[config.mk]
export PLATFORM = sky130hd
export DESIGN_NAME = fp16_mul_arbiter
export DESIGN_NICKNAME = d
export VERILOG_FILES = /design/src/rtl/fp16_mul_arbiter.sv
export SDC_FILE = /design/constraint.sdc
export NUM_CORES = 1
export LEC_CHECK = 0
export BUFFER_PORTS_ARGS = -buffer_cell sky130_fd_sc_hd__clkbuf_2
export CORE_ASPECT_RATIO = 0.8
export CORE_MARGIN = 10
export CORE_UTILIZATION = 38
export DETAILED_ROUTE_END_ITERATION = 6
export GPL_TIMING_DRIVEN = 0
export PLACE_DENSITY_LB_ADDON = 0.12
export RECOVER_POWER = 100
export SLEW_MARGIN = 20
export SYNTH_ARGS = -nofsm -noshare
export SYNTH_HDL_FRONTEND = slang
export SYNTH_SLANG_ARGS = --single-unit
[constraint.sdc]
create_clock -name CLK -period 4.6 [get_ports CLK]
set_input_delay 0.46 -clock CLK [delete_from_list [all_inputs] [get_ports CLK]]
set_output_delay 0.46 -clock CLK [all_outputs]
set_load 0.005 [all_outputs]
[src/rtl/fp16_mul_arbiter.sv]
// Two-requester round-robin front end for one shared, registered fp16 multiplier.
// One pipeline stage tracks the in-flight op; one result slot per requester.
module fp16_mul_arbiter #(
    parameter int CNT_W = 16
) (
    input  logic             CLK,
    input  logic             RESETn,
    input  logic             req0_valid,
    input  logic             req1_valid,
    output logic             req0_ready,
    output logic             req1_ready,
    input  logic [15:0]      req0_a,
    input  logic [15:0]      req0_b,
    input  logic [15:0]      req1_a,
    input  logic [15:0]      req1_b,
    output logic             res0_valid,
    output logic             res1_valid,
    input  logic             res0_ready,
    input  logic             res1_ready,
    output logic [15:0]      res0_data,
    output logic [15:0]      res1_data,
    output logic [15:0]      mul_A,
    output logic [15:0]      mul_B,
    input  logic [15:0]      mul_out,
    output logic [CNT_W-1:0] issue_cnt
);

    logic             stg_vld;
    logic             stg_tag;
    logic             last_gnt;
    logic             slot0_vld;
    logic             slot1_vld;
    logic [15:0]      slot0_data;
    logic [15:0]      slot1_data;
    logic [CNT_W-1:0] cnt;

    logic elig0;
    logic elig1;
    logic gnt0;
    logic gnt1;
    logic wr0;
    logic wr1;

    // A slot being drained this cycle frees room for the next result.
    assign elig0 = req0_valid & ~(stg_vld & ~stg_tag)
                 & (~slot0_vld | res0_ready);
    assign elig1 = req1_valid & ~(stg_vld & stg_tag)
                 & (~slot1_vld | res1_ready);

    // last_gnt=1 means req1 won last, so req0 takes a tie.
    assign gnt0 = RESETn & elig0 & (~elig1 | last_gnt);
    assign gnt1 = RESETn & elig1 & (~elig0 | ~last_gnt);

    assign req0_ready = gnt0;
    assign req1_ready = gnt1;

    always_comb begin
        mul_A = 16'h0000;
        mul_B = 16'h0000;
        unique case (1'b1)
            gnt0: begin
                mul_A = req0_a;
                mul_B = req0_b;
            end
            gnt1: begin
                mul_A = req1_a;
                mul_B = req1_b;
            end
            default: begin
                mul_A = 16'h0000;
                mul_B = 16'h0000;
            end
        endcase
    end

    assign wr0 = stg_vld & ~stg_tag;
    assign wr1 = stg_vld & stg_tag;

    always_ff @(posedge CLK or negedge RESETn) begin
        if (!RESETn) begin
            stg_vld    <= 1'b0;
            stg_tag    <= 1'b0;
            last_gnt   <= 1'b1;
            slot0_vld  <= 1'b0;
            slot1_vld  <= 1'b0;
            slot0_data <= 16'h0000;
            slot1_data <= 16'h0000;
            cnt        <= '0;
        end else begin
            stg_vld <= gnt0 | gnt1;
            if (gnt0 | gnt1) begin
                stg_tag  <= gnt1;
                last_gnt <= gnt1;
                cnt      <= cnt + {{(CNT_W-1){1'b0}}, 1'b1};
            end
            // A landing result wins over a same-cycle drain.
            slot0_vld <= wr0 | (slot0_vld & ~res0_ready);
            slot1_vld <= wr1 | (slot1_vld & ~res1_ready);
            if (wr0) slot0_data <= mul_out;
            if (wr1) slot1_data <= mul_out;
        end
    end

    assign res0_valid = slot0_vld;
    assign res1_valid = slot1_vld;
    assign res0_data  = slot0_data;
    assign res1_data  = slot1_data;
    assign issue_cnt  = cnt;

endmodule

==> results.cfg, run 1 <==
[synth]
ys_seq_area_share_pct = 52.6
synth.avg_cell_area_um2 = 13.1
syn_area_um2 = 2520
syn_nets = 279
ys.warnings.count = 0
synth_edf_count = 0
syn-instance-count = 192
ys_types = 30
async_flop_share_pct = 100
synthFlopType = dfrtp_1
ys_seq_elements = 53

[detailed_routing]
wl_um = 8310
antenna_left = 0
drc = 0
routedWlPerCell_um = 18.3
drtIter0Drc = 109
num_vias = 2256
drt_pre_antenna_iters = 4
vias_per_cell = 4.98

[setup_path]
critPathLaunchType = primary input
crit_start = RESETn
path_class = in -> out
reg2reg_to = issue_cnt[5]$_DFFE_PN0P_
reg2reg_from = stg_vld$_DFF_PN0_
arrival_ns = 3.09
rr_worst_depth = 6
critPathRequiredTime_ns = 4.14
end_kind = output pin
crit_fanout = 55
regToRegSetupSlack_ns = 2.17

[sta]
rsz0062_at_grt = false
fmax_mhz = 282
max_slew_margin_pct = 35.9
finalHoldViolations = 0
setup_ws_ns = 1.05
holdWs_ns = 0.222
drv_slew = 0
setup_tns_ns = 0
period_needed_ns = 3.55
period_share_pct = 77.2
skew_ns = 0.00545
worst_pin_slew_ns = 0.956
finalSetupViolCount = 0

[clocking]
cts_buffer_depth = 2
numCtsBuffers = 5
hold_buffers = 0
cts_setup_buffers = 0
cts.clk_slew.worst_paths_ns = 0.10
root_buffer = clkbuf_8
cts_tree = yes
cts_resized = 0
h-tree-depth = 2
cts_sinks = 53
clock_latency_ns = 0.30

[placed_design]
place_area_um2 = 3480
dp_worst_setup_slack_ns = 1.67
gp_congestion = 0.776
dp.final_hpwl_um = 6890
dpl.cell_count = 445
portBuffers = 169

[layout]
nFillCells = 618
layout-drive-gt1-share_pct = 38.8
fin_nets = 455
diodes = 0
final_cells = 453
stdcell_area_um2 = 3430
synthToLayoutAreaGrowth_pct = 36.0

[global_routing]
grt_max_degree = 56
grt_pass1_vias = 2300
antenna_found_initial = 0
grtUsageTotal_pct = 15.1
overflow = 0
grt_pass1_wl_um = 12900

[power_and_ir_drop]
p_leak_nw = 1.60
cellPowerDensity_nw_per_um2 = 485
ir_drop_mv = 0.236

[run]
maxCapViolCount = 0

[status]
outcome = completed

[floorplan]
die_h_um = 92.9
dieArea_um2 = 10300
num_rows = 26
initial_core_util_pct = 39.4
core_um2 = 6410
die_w_um = 111
pin_count = 170

[hold_path]
hold_class = in -> async
[state kept, by name, summed over array words and instances, names as in the netlist]
name	flops
res1_data	16
last_gnt	1
stg_tag	1
stg_vld	1
res0_data	16
issue_cnt	16
res0_valid	1
res1_valid	1
[metal layers]
layer  part of all wire (%)  global-route usage (%)
met3                    3.9                    4.00
met4                   0.43                    2.46
met5                      0                       0
met1                     44                    19.1
met2                     52                    25.8
[per-stage QoR]
stage / total power [mW] / utilization, %
global placement: 1.48 / 54.2
detailed placement: 1.50 / 54.2
finish: 1.66 / 53.5
global route: 1.80 / 53.5
floorplan: 1.13 / -
CTS: 1.76 / 55.6
[cell usage after synthesis, types with 4 or more instances]
cell | instances | area (um^2)
inv_1 | 4 | 15.0
a22o_1 | 32 | 280
nand2_1 | 4 | 15.0
o2111ai_1 | 4 | 35.0
mux2_2 | 33 | 372
xnor2_1 | 15 | 131
o21ai_0 | 6 | 30.0
dfrtp_1 | 52 | 1300
buf_6 | 5 | 56.3
o211ai_1 | 5 | 37.5
[placed cells by master (no fill, tap or decap), types with 2 or more instances in the layout]
master,Yosys,layout
o2111ai_1,4,4
nor2_1,2,2
clkbuf_8,0,5
a22o_1,32,32
o211ai_1,5,5
xnor2_1,15,15
mux2_2,33,33
and3_1,2,2
clkbuf_2,0,97
a21o_1,3,3
o21ai_0,6,6
clkbuf_1,1,80
dfrtp_1,52,52
nand2_1,4,5
nand4_1,3,3
and4_1,2,2
buf_6,5,3
inv_1,4,4
nor4_1,3,3
[critical path, stage by stage]
cell and delay [ns]:
clkbuf_4 0.58, nand2_1 0.12, a211oi_1 0.78, o31a_2 0.36
clkbuf_1 0.39, a22o_1 0.22, clkbuf_1 0.16
[cells by family (layout without fill, tap and decap cells)]
| group | Yosys count | count (layout) | share of synthesized area, % |
|---|---|---|---|
| AOI/OAI and AO/OA | 54 | 54 | 18.0 |
| DFF | 53 | 53 | 52.6 |
| buffers and inverters | 16 | 193 | 4.41 |
| and+or+nand+nor | 20 | 20 | 4.51 |
| adders and majority gates | 1 | 1 | 0.496 |
| muxes | 33 | 33 | 14.7 |
| xor gates and xnor gates | 15 | 15 | 5.21 |
[where the power goes]
group / switching [mW] / internal (mW) / leakage, nW
Sequential: 0.120 / 0.652 / 0.648
Clock: 0.151 / 0.109 / 0.0456
Combinational: 0.301 / 0.332 / 0.905
[layout make-up]
class | count | area [um^2] | area share (%)
repair buffers | 169 | 759 | 22.1
clock inverters | 2 | 13.8 | 0.401
well taps | 84 | 105 | 3.06
inverters | 4 | 15.0 | 0.438
multi-input cells | 123 | 1070 | 31.2
flip-flops and latches | 53 | 1330 | 38.7
plain buffers | 12 | 67.6 | 1.97
clock buffers | 6 | 72.6 | 2.12
[how the worst max path moves through the flow]
stage | endpoint | slack (ns)
3_3_place_gp | mul_A[0] | 1.20
2_1_floorplan | mul_A[10] | 2.68
3_5_place_dp | mul_A[0] | 1.67
5_1_grt | mul_A[0] | 0.75
4_1_cts | mul_A[0] | 1.66
6_report | mul_A[0] | 1.05
(Power assumes the default switching activity.)
==> run 2, diff against run 1 <==
- ABC_AREA: not set -> 1
- clock period: 4.6 -> 3.48 ns (I/O delays scaled with it)
==> results.cfg, run 2 <==
[status]
outcome = completed

[synth]
synth.most_common_cell = nand2_1
syn-instance-count = 387
synth_top_area_share_pct = 47.3
syn_nets = 474
synthFlopType = dfrtp_1
ys_types = 20
ys.warnings.count = 0
yosys.area.top_type = dfrtp_1
async_flop_share_pct = 100
yosys-top-cells-area = dfrtp_1 47%, nand2_1 26%, o21ai_0 5.8%, inv_1 5.7%, nand3_1 3.5%
synth.avg_cell_area_um2 = 7.12
synth_edf_count = 0
ys_seq_elements = 53
syn_area_um2 = 2750
synth_commonest_cells = 193 x nand2_1, 52 x dfrtp_1, 42 x inv_1
ys_seq_area_share_pct = 48.2

[setup_path]
arrival_ns = 2.54
crit_chain = dlygate4sd3_1, clkbuf_4, buf_12, inv_1, nor2_1, nand2_1, inv_2, clkbuf_1, nand2_1, nand2_1, clkbuf_1
crit_start = RESETn
path_class = in -> out
critPathSlowestCell = dlygate4sd3_1
reg2reg_from = stg_tag$_DFFE_PN0P_
worst_path_largest_cell_delay_ns = 0.53
critPathRequiredTime_ns = 3.13
critPathMostFrequentCell = nand2_1
critPathLaunchType = primary input
end_kind = output pin
crit_fanout = 35

[power_and_ir_drop]
ir_drop_mv = 0.355
p_leak_nw = 2.04
cellPowerDensity_nw_per_um2 = 571

[sta]
finalSetupViolCount = 0
fmax_mhz = 346
setup_tns_ns = 0
max_slew_margin_pct = 66.6
skew_ns = 0.0108
rsz0062_at_grt = false
finalHoldViolations = 0
period_needed_ns = 2.89
drv_slew = 0
holdWs_ns = 0.277
worst_pin_slew_ns = 0.501
period_share_pct = 83.1

[layout]
nFillCells = 749
final_cell_mix = 197 x nand2_1, 99 x clkbuf_2, 78 x clkbuf_1, 52 x dfrtp_1, 42 x inv_1
diodes = 0
synthToLayoutAreaGrowth_pct = 34.3
final-seq-area_um2 = 1330
layout-drive-gt1-share_pct = 20.9
multiInputGateArea_um2 = 1130
fin_nets = 652
layout_commonest_cell = nand2_1

[clocking]
cts_sinks = 53
clock_latency_ns = 0.31
cts_setup_buffers = 0
root_buffer = clkbuf_8
cts_buffer_depth = 2
hold_buffers = 1
cts_resized = 0
cts_tree = yes
cts.clk_slew.worst_paths_ns = 0.10
h-tree-depth = 2
numCtsBuffers = 5

[detailed_routing]
wl_um = 9510
vias_per_cell = 4.51
drc = 0
num_vias = 2938
routedWlPerCell_um = 14.6
drt_pre_antenna_iters = 4
antenna_left = 0
drtIter0Drc = 217

[global_routing]
overflow = 0
grtUsageTotal_pct = 16.6
antenna_found_initial = 0
grt_pass1_wl_um = 15000
grt_pass1_vias = 2993
grt_max_degree = 36

[floorplan]
core_um2 = 6960
pin_count = 170
num_rows = 27
initial_core_util_pct = 39.6
dieArea_um2 = 11100
die_h_um = 96.1
die_w_um = 115

[placed_design]
gp_congestion = 0.827
dp.final_hpwl_um = 7880
portBuffers = 169

[hold_path]
hold_class = in -> reg
hp-start = mul_out[10]

[run]
maxCapViolCount = 0
run 2: power breakdown:
part / total [mW] / internal (mW) / switching (mW)
clock network: 0.344 / 0.139 / 0.205
registers: 0.987 / 0.843 / 0.144
logic: 0.780 / 0.314 / 0.466
total: 2.11 / 1.30 / 0.815
run 2: path summary, 6_finish.rpt:
check                      cells past startpoint  slack (ns)                         to
min reg2reg                                    2        0.49  res1_data[13]$_DFFE_PN0P_
min in group asynchronous                      2        0.50   res1_data[8]$_DFFE_PN0P_
max reg2reg                                    7        1.66   issue_cnt[6]$_DFFE_PN0P_
max                                           11        0.59                  mul_A[14]
max in group asynchronous                      3        2.50  issue_cnt[11]$_DFFE_PN0P_
min                                            3        0.28  res0_data[10]$_DFFE_PN0P_
run 2: per-layer routing:
metal  up-vias  global-route usage [%]  share of wire, %
met5         -                       0                 0
met4         0                    3.19              0.91
met3         7                    4.42               9.0
met2       111                    30.1                49
met1      1295                    19.4                41
li1       1525                       -                 -
run 2: per-stage QoR:
stage / power [mW] / setup WS, ns / instance area, um^2 / util [%] / instances
finish: 2.11 / 0.588 / 3700 / 53.1 / 652
CTS: 2.23 / 0.775 / 3830 / 55.0 / 652
global placement: 1.85 / 0.695 / 3710 / 53.3 / 643
floorplan: 1.39 / 1.99 / 2750 / - / 387
global route: 2.31 / 0.333 / 3700 / 53.1 / 652
detailed placement: 1.88 / 1.30 / 3730 / 53.6 / 644
run 2: critical path, delay by kind of cell:
family | cells | cell delay [ns]
buf+inv | 7 | 1.81
simple gates | 4 | 0.37
run 2: area by class of cell:
class	count	area share [%]
tap	87	2.94
inverter	45	4.63
clock inverter	2	0.440
timing repair buffer	171	21.4
buffer	15	2.33
sequential	53	35.9
clock buffer	5	1.86
multi-input combinational	274	30.5
run 2: kinds of logic after synthesis:
kind of cell	synth area share, %
AND/OR/NAND/NOR	35.1
flip-flops	48.2
buffers and inverters	9.77
XOR/XNOR	0.318
adder cells (fa/ha/maj)	0.454
AO/OA/AOI/OAI	6.18
==> run 3, diff against run 2 <==
- clock period: 3.48 -> 2.7 ns (I/O delays scaled with it)
==> results.cfg, run 3 (synthesis gave the netlist of run 2 again) <==
[sta]
period_share_pct = 91.8
max_slew_margin_pct = 66.8
finalHoldViolations = 0
fmax_mhz = 404
drv_slew = 0
finalSetupViolCount = 0
period_needed_ns = 2.48
worst_pin_slew_ns = 0.499
skew_ns = 0.0107
holdWs_ns = 0.199
setup_tns_ns = 0
rsz0062_at_grt = false

[global_routing]
grtUsageTotal_pct = 16.6
antenna_found_initial = 0
grt_max_degree = 36
grt_pass1_wl_um = 15000
grt_pass1_vias = 2993
overflow = 0

[detailed_routing]
wl_um = 9520
routedWlPerCell_um = 14.6
drtIter0Drc = 209
vias_per_cell = 4.53
antenna_left = 0
drt_pre_antenna_iters = 4
num_vias = 2951
drc = 0

[placed_design]
portBuffers = 169
dpl.cell_count = 644
place_area_um2 = 3730
gp_congestion = 0.827
dp.final_hpwl_um = 7880

[floorplan]
num_rows = 27
dieArea_um2 = 11100
die_w_um = 115
core_um2 = 6960
die_h_um = 96.1
pin_count = 170
initial_core_util_pct = 39.6

[layout]
final_cell_mix = 195 x nand2_1, 106 x clkbuf_2, 70 x clkbuf_1, 52 x dfrtp_1, 43 x inv_1
final_cells = 652
layout-drive-gt1-share_pct = 22.8
fin_nets = 652
diodes = 0
layout_commonest_cell = nand2_1
stdcell_area_um2 = 3730
synthToLayoutAreaGrowth_pct = 35.5

[power_and_ir_drop]
power.total_mw = 2.74
p_comb_share_pct = 37.2
p_leak_nw = 2.08
power.share.clock_pct = 16.2
p_sw_mw = 1.06
cellPowerDensity_nw_per_um2 = 733
ir_drop_mv = 0.458
sw_frac_of_total_pct = 38.6
p_int_mw = 1.68
pwr-share-seq_pct = 46.6

[clocking]
clock_latency_ns = 0.31
cts_sinks = 53
cts.clk_slew.worst_paths_ns = 0.10
h-tree-depth = 2
numCtsBuffers = 5
cts_tree = yes
cts_buffer_depth = 2
root_buffer = clkbuf_8

[setup_path]
crit_fanout = 35
critPathSlowestCell = dlygate4sd3_1
end_kind = output pin
worst_path_largest_cell_delay_ns = 0.53
path_class = in -> out
crit_chain = dlygate4sd3_1, buf_4, buf_12, nand4_4, inv_1, nand2_2, inv_4, buf_4, nand2_1, nand2_1, clkbuf_2
critPathRequiredTime_ns = 2.43
critPathLaunchType = primary input
arrival_ns = 2.21

[run]
maxCapViolCount = 0

[hold_path]
hold_class = in -> reg

[status]
outcome = completed
-- run 3: changes by cell type in the layout (fill, tap and decap cells not counted) --
| cell | previous run | this run |
|---|---|---|
| nand4_4 | 0 | 1 |
| buf_4 | 4 | 6 |
| clkinv_1 | 1 | 0 |
| clkbuf_1 | 78 | 70 |
| nand2_2 | 0 | 2 |
| nand2_1 | 197 | 195 |
| clkbuf_2 | 99 | 106 |
| inv_1 | 42 | 43 |
| clkbuf_4 | 1 | 0 |
| nand4_1 | 4 | 3 |
-- run 3: final timing paths --
| check | startpoint | endpoint | slack (ns) | cells after the start |
|---|---|---|---|---|
| min | mul_out[10] | res0_data[10]$_DFFE_PN0P_ | 0.20 | 3 |
| max reg2reg | stg_tag$_DFFE_PN0P_ | issue_cnt[6]$_DFFE_PN0P_ | 0.92 | 8 |
| min reg2reg | res1_data[13]$_DFFE_PN0P_ | res1_data[13]$_DFFE_PN0P_ | 0.49 | 2 |
| max in group asynchronous | RESETn | issue_cnt[11]$_DFFE_PN0P_ | 1.83 | 3 |
| max | RESETn | mul_A[4] | 0.22 | 11 |
| min in group asynchronous | RESETn | res1_data[8]$_DFFE_PN0P_ | 0.39 | 2 |
-- run 3: what timing repair did --
action,4_1_cts,5_1_grt
gates resized for setup,0,1
hold buffers,1,0
buffers inserted,0,0
endpoints found under the setup margin,0,7
endpoints found under the hold margin,19,0
-- run 3: power groups by stage --
stage                     Sequential [mW]  Combinational (mW)  Clock (mW)
after floorplan                      1.29               0.495           0
after global placement               1.28                1.10           0
after detailed placement             1.29                1.14           0
after CTS                            1.28                1.14       0.457
after global routing                 1.31                1.19       0.493
final                                1.27                1.02       0.444
-- run 3: area by class of cell --
class,instances,area [um^2]
Sequential cell,53,1330
Clock inverter,2,16.3
Tap cell,87,109
Fill cell,741,3230
Inverter,45,171
Multi-Input combinational cell,274,1150
Clock buffer,5,68.8
Timing Repair Buffer,171,801
Buffer,15,90.1
-- run 3: metal layers --
layer / share of wire [%] / GRT usage [%] / wire (um) / vias up
met4: 0.78 / 3.19 / 74 / 0
met5: 0 / 0 / 0 / -
li1: - / - / - / 1526
met1: 41 / 19.4 / 3870 / 1304
met2: 49 / 30.1 / 4700 / 114
met3: 9.1 / 4.42 / 869 / 7
-- run 3: critical path, delay by kind of cell --
kind                   cells  cell delay [ns]
and+or+nand+nor            4             0.36
buffers and inverters      7             1.55
-- run 3: metrics by stage --
step / setup WS, ns / utilization [%]
after floorplan: 1.29 / -
after global placement: 0.0712 / 53.3
after detailed placement: 0.678 / 53.6
after CTS: 0.151 / 55.0
after global routing: 0.00757 / 53.6
final: 0.222 / 53.6
